File: src/rtl/pio_initiator_if.sv
// ---------------------------------------------------------------------------
// pio_initiator_if
//   PIO register bus between one bus master (the initiator) and the
//   register block responder.
//
//   Master drives:   reg_bs   block select, held for the whole access
//                    reg_rd   read strobe, one cycle
//                    reg_wr   write strobe, one cycle
//                    reg_addr address, held until the access completes
//                    reg_din  write data, held until the access completes
//   Slave drives:    pio_ack    responder acknowledge (may be stretched to a
//                               full clk_div period)
//                    pio_rvalid address-decode hit, valid while pio_ack=1
//                    pio_rdata  read data, valid while pio_ack=1
// ---------------------------------------------------------------------------
interface pio_initiator_if #(
  parameter int PIO_NBITS = 32
);
  logic                 reg_bs;
  logic                 reg_rd;
  logic                 reg_wr;
  logic [PIO_NBITS-1:0] reg_addr;
  logic [PIO_NBITS-1:0] reg_din;
  logic                 pio_ack;
  logic                 pio_rvalid;
  logic [PIO_NBITS-1:0] pio_rdata;

  modport master (
    output reg_bs,
    output reg_rd,
    output reg_wr,
    output reg_addr,
    output reg_din,
    input  pio_ack,
    input  pio_rvalid,
    input  pio_rdata
  );

  modport slave (
    input  reg_bs,
    input  reg_rd,
    input  reg_wr,
    input  reg_addr,
    input  reg_din,
    output pio_ack,
    output pio_rvalid,
    output pio_rdata
  );
endinterface

File: src/rtl/pio_initiator.sv
// ---------------------------------------------------------------------------
// pio_initiator
//   Bus-master end of the PIO register bus. Turns one command at a time into
//   a single register access, waits for the responder's ack (or a timeout),
//   and returns a one-cycle response.
//
// Ports:
//   clk, rst_n        core clock, asynchronous active-low reset
//   req_valid/ready   command handshake (see below)
//   req_wr            1 = write, 0 = read
//   req_addr          register address
//   req_wdata         write data (ignored for reads)
//   rsp_valid         one-cycle response pulse, no backpressure
//   rsp_rdata         read data (0 for writes and errors), held until next rsp
//   rsp_err           0 = ok, 1 = unmapped (ack with rvalid=0), 2 = timeout
//   bus               PIO register bus, master side
//   dbg_state         current FSM state (IDLE=0, STROBE=1, WAIT_ACK=2,
//                     WAIT_IDLE=3)
//
// Handshake: a command transfers on a rising clk edge where req_valid and
//   req_ready are both 1. req_ready is high only in IDLE while pio_ack is
//   low; req_valid in any other cycle is ignored and the command fields need
//   only be stable in the transfer cycle. rsp_valid pulses once per accepted
//   command (never after a reset that interrupted the access).
//
// Parameters:
//   PIO_NBITS       address/data width
//   TIMEOUT_CYCLES  cycles from the strobe to the timeout response (>= 2)
//   TO_NBITS        timeout counter width, 2**TO_NBITS > TIMEOUT_CYCLES
// ---------------------------------------------------------------------------
module pio_initiator #(
  parameter int PIO_NBITS      = 32,
  parameter int TIMEOUT_CYCLES = 1024,
  parameter int TO_NBITS       = 11
) (
  input  logic                 clk,
  input  logic                 rst_n,
  // command side
  input  logic                 req_valid,
  output logic                 req_ready,
  input  logic                 req_wr,
  input  logic [PIO_NBITS-1:0] req_addr,
  input  logic [PIO_NBITS-1:0] req_wdata,
  // response side
  output logic                 rsp_valid,
  output logic [PIO_NBITS-1:0] rsp_rdata,
  output logic [1:0]           rsp_err,
  // register bus
  pio_initiator_if.master      bus,
  // debug
  output logic [1:0]           dbg_state
);

  typedef enum logic [1:0] {
    IDLE      = 2'd0,
    STROBE    = 2'd1,
    WAIT_ACK  = 2'd2,
    WAIT_IDLE = 2'd3
  } state_t;

  localparam logic [1:0] ERR_OK       = 2'd0;
  localparam logic [1:0] ERR_UNMAPPED = 2'd1;
  localparam logic [1:0] ERR_TIMEOUT  = 2'd2;

  // The counter is cleared during the strobe cycle and counts WAIT_ACK
  // cycles. The timeout fires on the edge where it steps to
  // TIMEOUT_CYCLES-1, which puts the timeout response exactly
  // TIMEOUT_CYCLES cycles after the strobe cycle.
  localparam logic [TO_NBITS-1:0] TO_LAST = TO_NBITS'(TIMEOUT_CYCLES - 1);
  localparam logic [TO_NBITS-1:0] TO_FIRE = TO_NBITS'(TIMEOUT_CYCLES - 2);

  state_t               state_q;
  state_t               state_d;
  logic                 wr_q;
  logic [PIO_NBITS-1:0] addr_q;
  logic [PIO_NBITS-1:0] din_q;
  logic [TO_NBITS-1:0]  cnt_q;

  logic                 accept;
  logic                 ack_take;
  logic                 to_take;
  logic                 bs_c;
  logic                 rd_c;
  logic                 wr_c;

  // -------------------------------------------------------------------------
  // State register
  // -------------------------------------------------------------------------
  always_ff @(posedge clk or negedge rst_n) begin
    if (!rst_n) begin
      state_q <= IDLE;
    end else begin
      state_q <= state_d;
    end
  end

  // -------------------------------------------------------------------------
  // Next state and bus controls. Strobes and reg_bs are decoded from the
  // state register alone, so an asynchronous reset drops them at once.
  // -------------------------------------------------------------------------
  always_comb begin
    state_d   = state_q;
    req_ready = 1'b0;
    accept    = 1'b0;
    ack_take  = 1'b0;
    to_take   = 1'b0;
    bs_c      = 1'b0;
    rd_c      = 1'b0;
    wr_c      = 1'b0;

    case (state_q)
      IDLE: begin
        // A still-high ack belongs to an earlier (possibly reset-aborted)
        // access; hold off until it clears.
        req_ready = !bus.pio_ack;
        if (req_valid && !bus.pio_ack) begin
          accept  = 1'b1;
          state_d = STROBE;
        end
      end

      STROBE: begin
        bs_c    = 1'b1;
        rd_c    = !wr_q;
        wr_c    = wr_q;
        state_d = WAIT_ACK;
      end

      WAIT_ACK: begin
        bs_c = 1'b1;
        // Ack has priority over a timeout landing in the same cycle.
        if (bus.pio_ack) begin
          ack_take = 1'b1;
          state_d  = WAIT_IDLE;
        end else if (cnt_q >= TO_FIRE) begin
          to_take = 1'b1;
          state_d = WAIT_IDLE;
        end
      end

      WAIT_IDLE: begin
        // Let a stretched ack run out so it is not mistaken for the ack of
        // the next access.
        if (!bus.pio_ack) begin
          state_d = IDLE;
        end
      end

      default: begin
        state_d = IDLE;
      end
    endcase
  end

  // -------------------------------------------------------------------------
  // Command latch: address/data stay on the bus until the next command.
  // -------------------------------------------------------------------------
  always_ff @(posedge clk or negedge rst_n) begin
    if (!rst_n) begin
      wr_q   <= 1'b0;
      addr_q <= '0;
      din_q  <= '0;
    end else if (accept) begin
      wr_q   <= req_wr;
      addr_q <= req_addr;
      din_q  <= req_wr ? req_wdata : '0;
    end
  end

  // -------------------------------------------------------------------------
  // Timeout counter: cleared in STROBE, counts in WAIT_ACK, saturates.
  // -------------------------------------------------------------------------
  always_ff @(posedge clk or negedge rst_n) begin
    if (!rst_n) begin
      cnt_q <= '0;
    end else if (state_q == STROBE) begin
      cnt_q <= '0;
    end else if (state_q == WAIT_ACK && cnt_q != TO_LAST) begin
      cnt_q <= cnt_q + 1'b1;
    end
  end

  // -------------------------------------------------------------------------
  // Response: ack data is captured on the same edge that samples pio_ack.
  // -------------------------------------------------------------------------
  always_ff @(posedge clk or negedge rst_n) begin
    if (!rst_n) begin
      rsp_valid <= 1'b0;
      rsp_rdata <= '0;
      rsp_err   <= ERR_OK;
    end else begin
      rsp_valid <= ack_take | to_take;
      if (ack_take) begin
        rsp_rdata <= (!wr_q && bus.pio_rvalid) ? bus.pio_rdata : '0;
        rsp_err   <= bus.pio_rvalid ? ERR_OK : ERR_UNMAPPED;
      end else if (to_take) begin
        rsp_rdata <= '0;
        rsp_err   <= ERR_TIMEOUT;
      end
    end
  end

  assign bus.reg_bs   = bs_c;
  assign bus.reg_rd   = rd_c;
  assign bus.reg_wr   = wr_c;
  assign bus.reg_addr = addr_q;
  assign bus.reg_din  = din_q;
  assign dbg_state    = state_q;

endmodule

File: src/flat_wrapper.sv
// flat-port wrapper written by rule: the top's interface ports become plain ports
module pio_initiator_flat 
#(
  parameter int PIO_NBITS      = 32,
  parameter int TIMEOUT_CYCLES = 1024,
  parameter int TO_NBITS       = 11
)
  (clk, rst_n, req_valid, req_ready, req_wr, req_addr, req_wdata, rsp_valid, rsp_rdata, rsp_err, dbg_state, bus_reg_bs, bus_reg_rd, bus_reg_wr, bus_reg_addr, bus_reg_din, bus_pio_ack, bus_pio_rvalid, bus_pio_rdata);
  pio_initiator_if #(.PIO_NBITS(PIO_NBITS)) bus_i ();
  input  logic clk;
  input  logic rst_n;
  input  logic req_valid;
  output logic req_ready;
  input  logic req_wr;
  input  logic [PIO_NBITS-1:0] req_addr;
  input  logic [PIO_NBITS-1:0] req_wdata;
  output logic rsp_valid;
  output logic [PIO_NBITS-1:0] rsp_rdata;
  output logic [1:0] rsp_err;
  output logic [1:0] dbg_state;
  output wire logic [$bits(bus_i.reg_bs)-1:0] bus_reg_bs;
  output wire logic [$bits(bus_i.reg_rd)-1:0] bus_reg_rd;
  output wire logic [$bits(bus_i.reg_wr)-1:0] bus_reg_wr;
  output wire logic [$bits(bus_i.reg_addr)-1:0] bus_reg_addr;
  output wire logic [$bits(bus_i.reg_din)-1:0] bus_reg_din;
  input wire logic [$bits(bus_i.pio_ack)-1:0] bus_pio_ack;
  input wire logic [$bits(bus_i.pio_rvalid)-1:0] bus_pio_rvalid;
  input wire logic [$bits(bus_i.pio_rdata)-1:0] bus_pio_rdata;
  assign bus_reg_bs = bus_i.reg_bs;
  assign bus_reg_rd = bus_i.reg_rd;
  assign bus_reg_wr = bus_i.reg_wr;
  assign bus_reg_addr = bus_i.reg_addr;
  assign bus_reg_din = bus_i.reg_din;
  assign bus_i.pio_ack = bus_pio_ack;
  assign bus_i.pio_rvalid = bus_pio_rvalid;
  assign bus_i.pio_rdata = bus_pio_rdata;
  pio_initiator #(.PIO_NBITS(PIO_NBITS), .TIMEOUT_CYCLES(TIMEOUT_CYCLES), .TO_NBITS(TO_NBITS)) u_core (.clk(clk), .rst_n(rst_n), .req_valid(req_valid), .req_ready(req_ready), .req_wr(req_wr), .req_addr(req_addr), .req_wdata(req_wdata), .rsp_valid(rsp_valid), .rsp_rdata(rsp_rdata), .rsp_err(rsp_err), .bus(bus_i), .dbg_state(dbg_state));
endmodule
File: config.mk
export PLATFORM = sky130hd
export DESIGN_NAME = pio_initiator_flat
export DESIGN_NICKNAME = d
export VERILOG_FILES = /design/src/rtl/pio_initiator_if.sv /design/src/rtl/pio_initiator.sv /design/src/flat_wrapper.sv
export SDC_FILE = /design/constraint.sdc
export NUM_CORES = 1
export LEC_CHECK = 0
export ABC_AREA = 1
export ABC_CLOCK_PERIOD_IN_PS = 1700
export CORE_UTILIZATION = 31
export DETAILED_ROUTE_END_ITERATION = 12
export GPL_TIMING_DRIVEN = 0
export REMOVE_ABC_BUFFERS = 1
export SLEW_MARGIN = 20
export SYNTH_ARGS = -nofsm -noshare
export SYNTH_HDL_FRONTEND = slang
export SYNTH_SLANG_ARGS = --single-unit
File: constraint.sdc
create_clock -name clk -period 1.7 [get_ports clk]
set_clock_uncertainty 0.05 [all_clocks]
set_input_delay 0.34 -clock clk [delete_from_list [all_inputs] [get_ports clk]]
set_output_delay 0.34 -clock clk [all_outputs]
set_load 0.01 [all_outputs]
==> summary.txt <==
SYNTH
-------------------------------------------------------------------------------------
Number of synthesis warnings ...........................................            0
Most used standard cells in the synthesized netlist .................... 267 x nand2_1, 113 x dfrtp_1, 35 x nand3_1
Top-area cell type share of the netlist area ...........................       58.59%
Post-synthesis cell area ...............................................   4826 sq um
Fraction of registers with async set/reset .............................       100.0%
Most common cell in the netlist ........................................      nand2_1
Number of enable flip-flop cells after synthesis .......................            0
Leading area contributor after synthesis ...............................      dfrtp_1
Number of storage elements in the synthesis netlist ....................          113
Average cell area after synthesis ......................................  8.680 sq um
Post-Synthesis Cells ...................................................          556
Leading register cell type out of synthesis ............................      dfrtp_1
Portion of the post-synthesis area used by sequential elements .........       58.59%
Cells taking the most area after synthesis ............................. dfrtp_1 59%, nand2_1 21%, nand3_1 3.6%
Unique cell type count in the Yosys netlist ............................           25

STATUS
-------------------------------------------------------------------------------------
Violated checks ........................................................ negative setup slack
Status ................................................................. finished, violations left

PLACE
-------------------------------------------------------------------------------------
Placement-stage worst setup slack ......................................   -0.8887 ns
DP HPWL ................................................................      8989 um
RD Place Congestion ....................................................       0.7887
Count of port buffers added during placement ...........................          206

WORST SETUP PATH
-------------------------------------------------------------------------------------
Worst setup path category .............................................. register to output pin
End of the worst register-to-register path ............................. u_core.dbg_state[1]$_DFFE_PN0P_
Worst setup EP type ....................................................   output pin
Type of origin of the critical path ....................................     register
CP Max Fanout ..........................................................            6
Slack of the worst reg-to-reg path .....................................      0.04 ns
Worst endpoint data arrival time .......................................      1.44 ns
Startpoint of the most critical register-to-register path .............. u_core.dbg_state[0]$_DFFE_PN0P_
Worst Reg-to-Reg Cells .................................................            9
Required time of the critical path .....................................      1.31 ns

DETAILED ROUTING
-------------------------------------------------------------------------------------
Starting DRT DRC Count .................................................          236
DR vias ................................................................        4,589
Avg Vias per Cell ......................................................        4.645
Number of nets with antenna violations after detailed routing ..........            0
WL final ...............................................................    14,790 um
Post-route DRC .........................................................            0
WL per Instance ........................................................     14.97 um
Pre-Repair DR Iteration Count ..........................................            4

CTS
-------------------------------------------------------------------------------------
Latest clock arrival within the worst-skew pair ........................      0.41 ns
Clock buffers created by TritonCTS .....................................           17
Clock Tree Root ........................................................    clkbuf_16
Clock-pin slew of the registers on the worst-case setup and hold paths .      0.05 ns
TritonCTS clock tree ...................................................          yes
Largest buffer count on any clock path .................................            2
Clock Sink Count .......................................................          113
H-tree depth ...........................................................            4

STA
-------------------------------------------------------------------------------------
Final TNS setup ........................................................   -0.2211 ns
Maximum clock frequency ................................................    547.3 MHz
Number of max-slew violations in the final report ......................            0
Setup Viol. Count Final ................................................            4
Pin slew with the least headroom to its limit ..........................    0.5824 ns
Share of the clock period used by the worst path after layout ..........       107.5%
Max-slew headroom at the worst pin .....................................       61.17%
Final hold violations ..................................................            0
Unrepaired setup endpoints after global routing ........................          yes
Min setup slack post-route .............................................   -0.1271 ns
Min cycle time layout ..................................................     1.827 ns

GLOBAL ROUTING
-------------------------------------------------------------------------------------
Global route total overflow ............................................            0
Via count of the first global-routing pass .............................        4,507
Global-route total usage across every layer ............................       18.27%
Pin count of the biggest net entering global routing ...................           84
Wire length of the first global-routing pass ...........................    22,800 um
Antenna violations before repair .......................................            0

FLOORPLANNING
-------------------------------------------------------------------------------------
Die width ..............................................................     126.8 um
Y dimension of the die .................................................     126.8 um
Effective utilization at floorplan .....................................       31.74%
Number of placement rows ...............................................           45
Standard cell core area ................................................ 15,200 sq um
Overall die area ....................................................... 16,070 sq um
Number of ports placed on the die boundary .............................          207

LAYOUT
-------------------------------------------------------------------------------------
Footprint of the multi-input gates .....................................   2006 sq um
Count of filler cells inserted in the layout ...........................        1,422
# diodes ...............................................................            0
Area used by sequential logic in the layout ............................   2829 sq um
Share of post-route cells with drive strength above 1 ..................       13.88%
Synthesis-to-layout area growth ........................................       67.51%
Total number of nets in the final design ...............................          896

PWR
-------------------------------------------------------------------------------------
P_int ..................................................................      8664 uW
Net load switching power ...............................................      4446 uW
Maximum vdd ir drop ....................................................    0.7039 mV
Part of the total power dissipated in the clock network ................        28.1%
Static leakage power ...................................................  0.004354 uW
Sequential share of power ..............................................        33.6%
Switching share of total power .........................................       33.92%
Power density over the cells ........................................... 1622 nW/um^2
Combinational Power Share ..............................................        38.4%

HOLD PATH
-------------------------------------------------------------------------------------
Worst min path class ................................................... input pin to async pin

FLOW RUN
-------------------------------------------------------------------------------------
Number of maximum-capacitance violations ...............................            0

==> power groups by stage <==
stage	clock network (uW)	registers (uW)	logic, uW
2_1_floorplan	0	4910	1500
3_3_place_gp	0	4420	4960
3_5_place_dp	0	4450	5060
4_1_cts	3770	4400	4830
5_1_grt	3910	4540	5520
6_report	3680	4400	5030
==> flip-flops by register name (all words and copies together) (netlist names) <==
| signal | flops |
|---|---|
| u_core.bus.reg_addr | 32 |
| u_core.bus.reg_din | 32 |
| u_core.rsp_rdata | 32 |
| u_core.cnt_q | 11 |
| u_core.dbg_state | 2 |
| u_core.rsp_err | 2 |
| u_core.rsp_valid | 1 |
| u_core.wr_q | 1 |
==> layout make-up <==
type	instances	area share, %
multi-input combinational	404	24.81
tap	188	2.910
timing repair buffer	232	28.59
inverter	20	1.161
clock inverter	11	2.012
sequential	113	34.99
clock buffer	20	5.525
==> worst max-delay path: stages, from the launching register on <==
cell      delay, ns
dfrtp_1        0.39
inv_2          0.11
ha_4           0.16
buf_12         0.11
clkinv_8       0.05
nor2_4         0.11
buf_6          0.11
==> how the worst max path moves through the flow <==
stage                                                from                                  end  depth (start not counted)
after floorplan           u_core.dbg_state[0]$_DFFE_PN0P_              u_core.wr_q$_DFFE_PN0P_                          6
after global placement                              rst_n  u_core.bus.reg_addr[25]$_DFFE_PN0P_                          1
after detailed placement                      bus_pio_ack      u_core.rsp_rdata[9]$_DFFE_PN0P_                          5
after CTS                 u_core.dbg_state[1]$_DFFE_PN0P_                           bus_reg_rd                          6
after global routing      u_core.dbg_state[1]$_DFFE_PN0P_                           bus_reg_rd                          6
final                     u_core.dbg_state[1]$_DFFE_PN0P_                           bus_reg_rd                          6
==> placed cells by master (no fill, tap or decap), types with 6 or more instances in the layout <==
cell             netlist  routed
dlymetal6s2s_1         0      15
clkbuf_16              0      18
inv_1                 17      11
inv_2                  1       6
clkdlybuf4s50_1        0      99
dfrtp_1              113     112
clkinv_2               1       6
nand3_1               35      33
nand2_1              267     266
o21ai_0               31      31
nand3_2               10      10
nor2_1                19      14
dlygate4sd2_1          0      84
buf_4                  2      14
o21ai_1                7       7
==> metal layers <==
metal | global-route usage (%) | routed length, um | vias to the layer above | share of wire, %
met5 | 0 | 0 | - | 0
met4 | 9.454 | 325 | 0 | 2.2
met3 | 5.736 | 894 | 23 | 6.0
met2 | 29.61 | 7385 | 127 | 50
met1 | 21.88 | 6183 | 2220 | 42
li1 | - | - | 2219 | -
==> kinds of logic (layout without fill, tap and decap cells) <==
family / Yosys count / in the layout / share of synthesized area (%)
compound gates: 40 / 40 / 4.200
flops: 113 / 113 / 58.59
fa+ha+maj: 6 / 6 / 1.556
buf+inv: 46 / 283 / 4.666
xor+xnor: 5 / 5 / 0.9074
simple gates: 346 / 353 / 30.08
==> stage by stage <==
stage	hold WS (ns)	instances	power [uW]	cell area [sq um]	utilization, %
after global placement	0.4127	924	9376	6974	45.88
after detailed placement	0.2721	926	9506	7041	46.31
after global routing	0.4096	988	13970	8084	53.18
after floorplan	-0.005591	530	6409	4677	-
after CTS	0.3897	971	12990	7762	51.06
final	0.3963	988	13110	8084	53.18
==> repair_timing <==
action | CTS | global route
hold buffers | 1 | 0
gates resized for setup | 128 | 39
hold endpoints to repair | 50 | 0
buffers inserted | 11 | 11
gates cloned | 2 | 6
pin swaps | 6 | 11
setup endpoints to repair | 165 | 122
No activity file was read; power rests on OpenSTA's default activity.
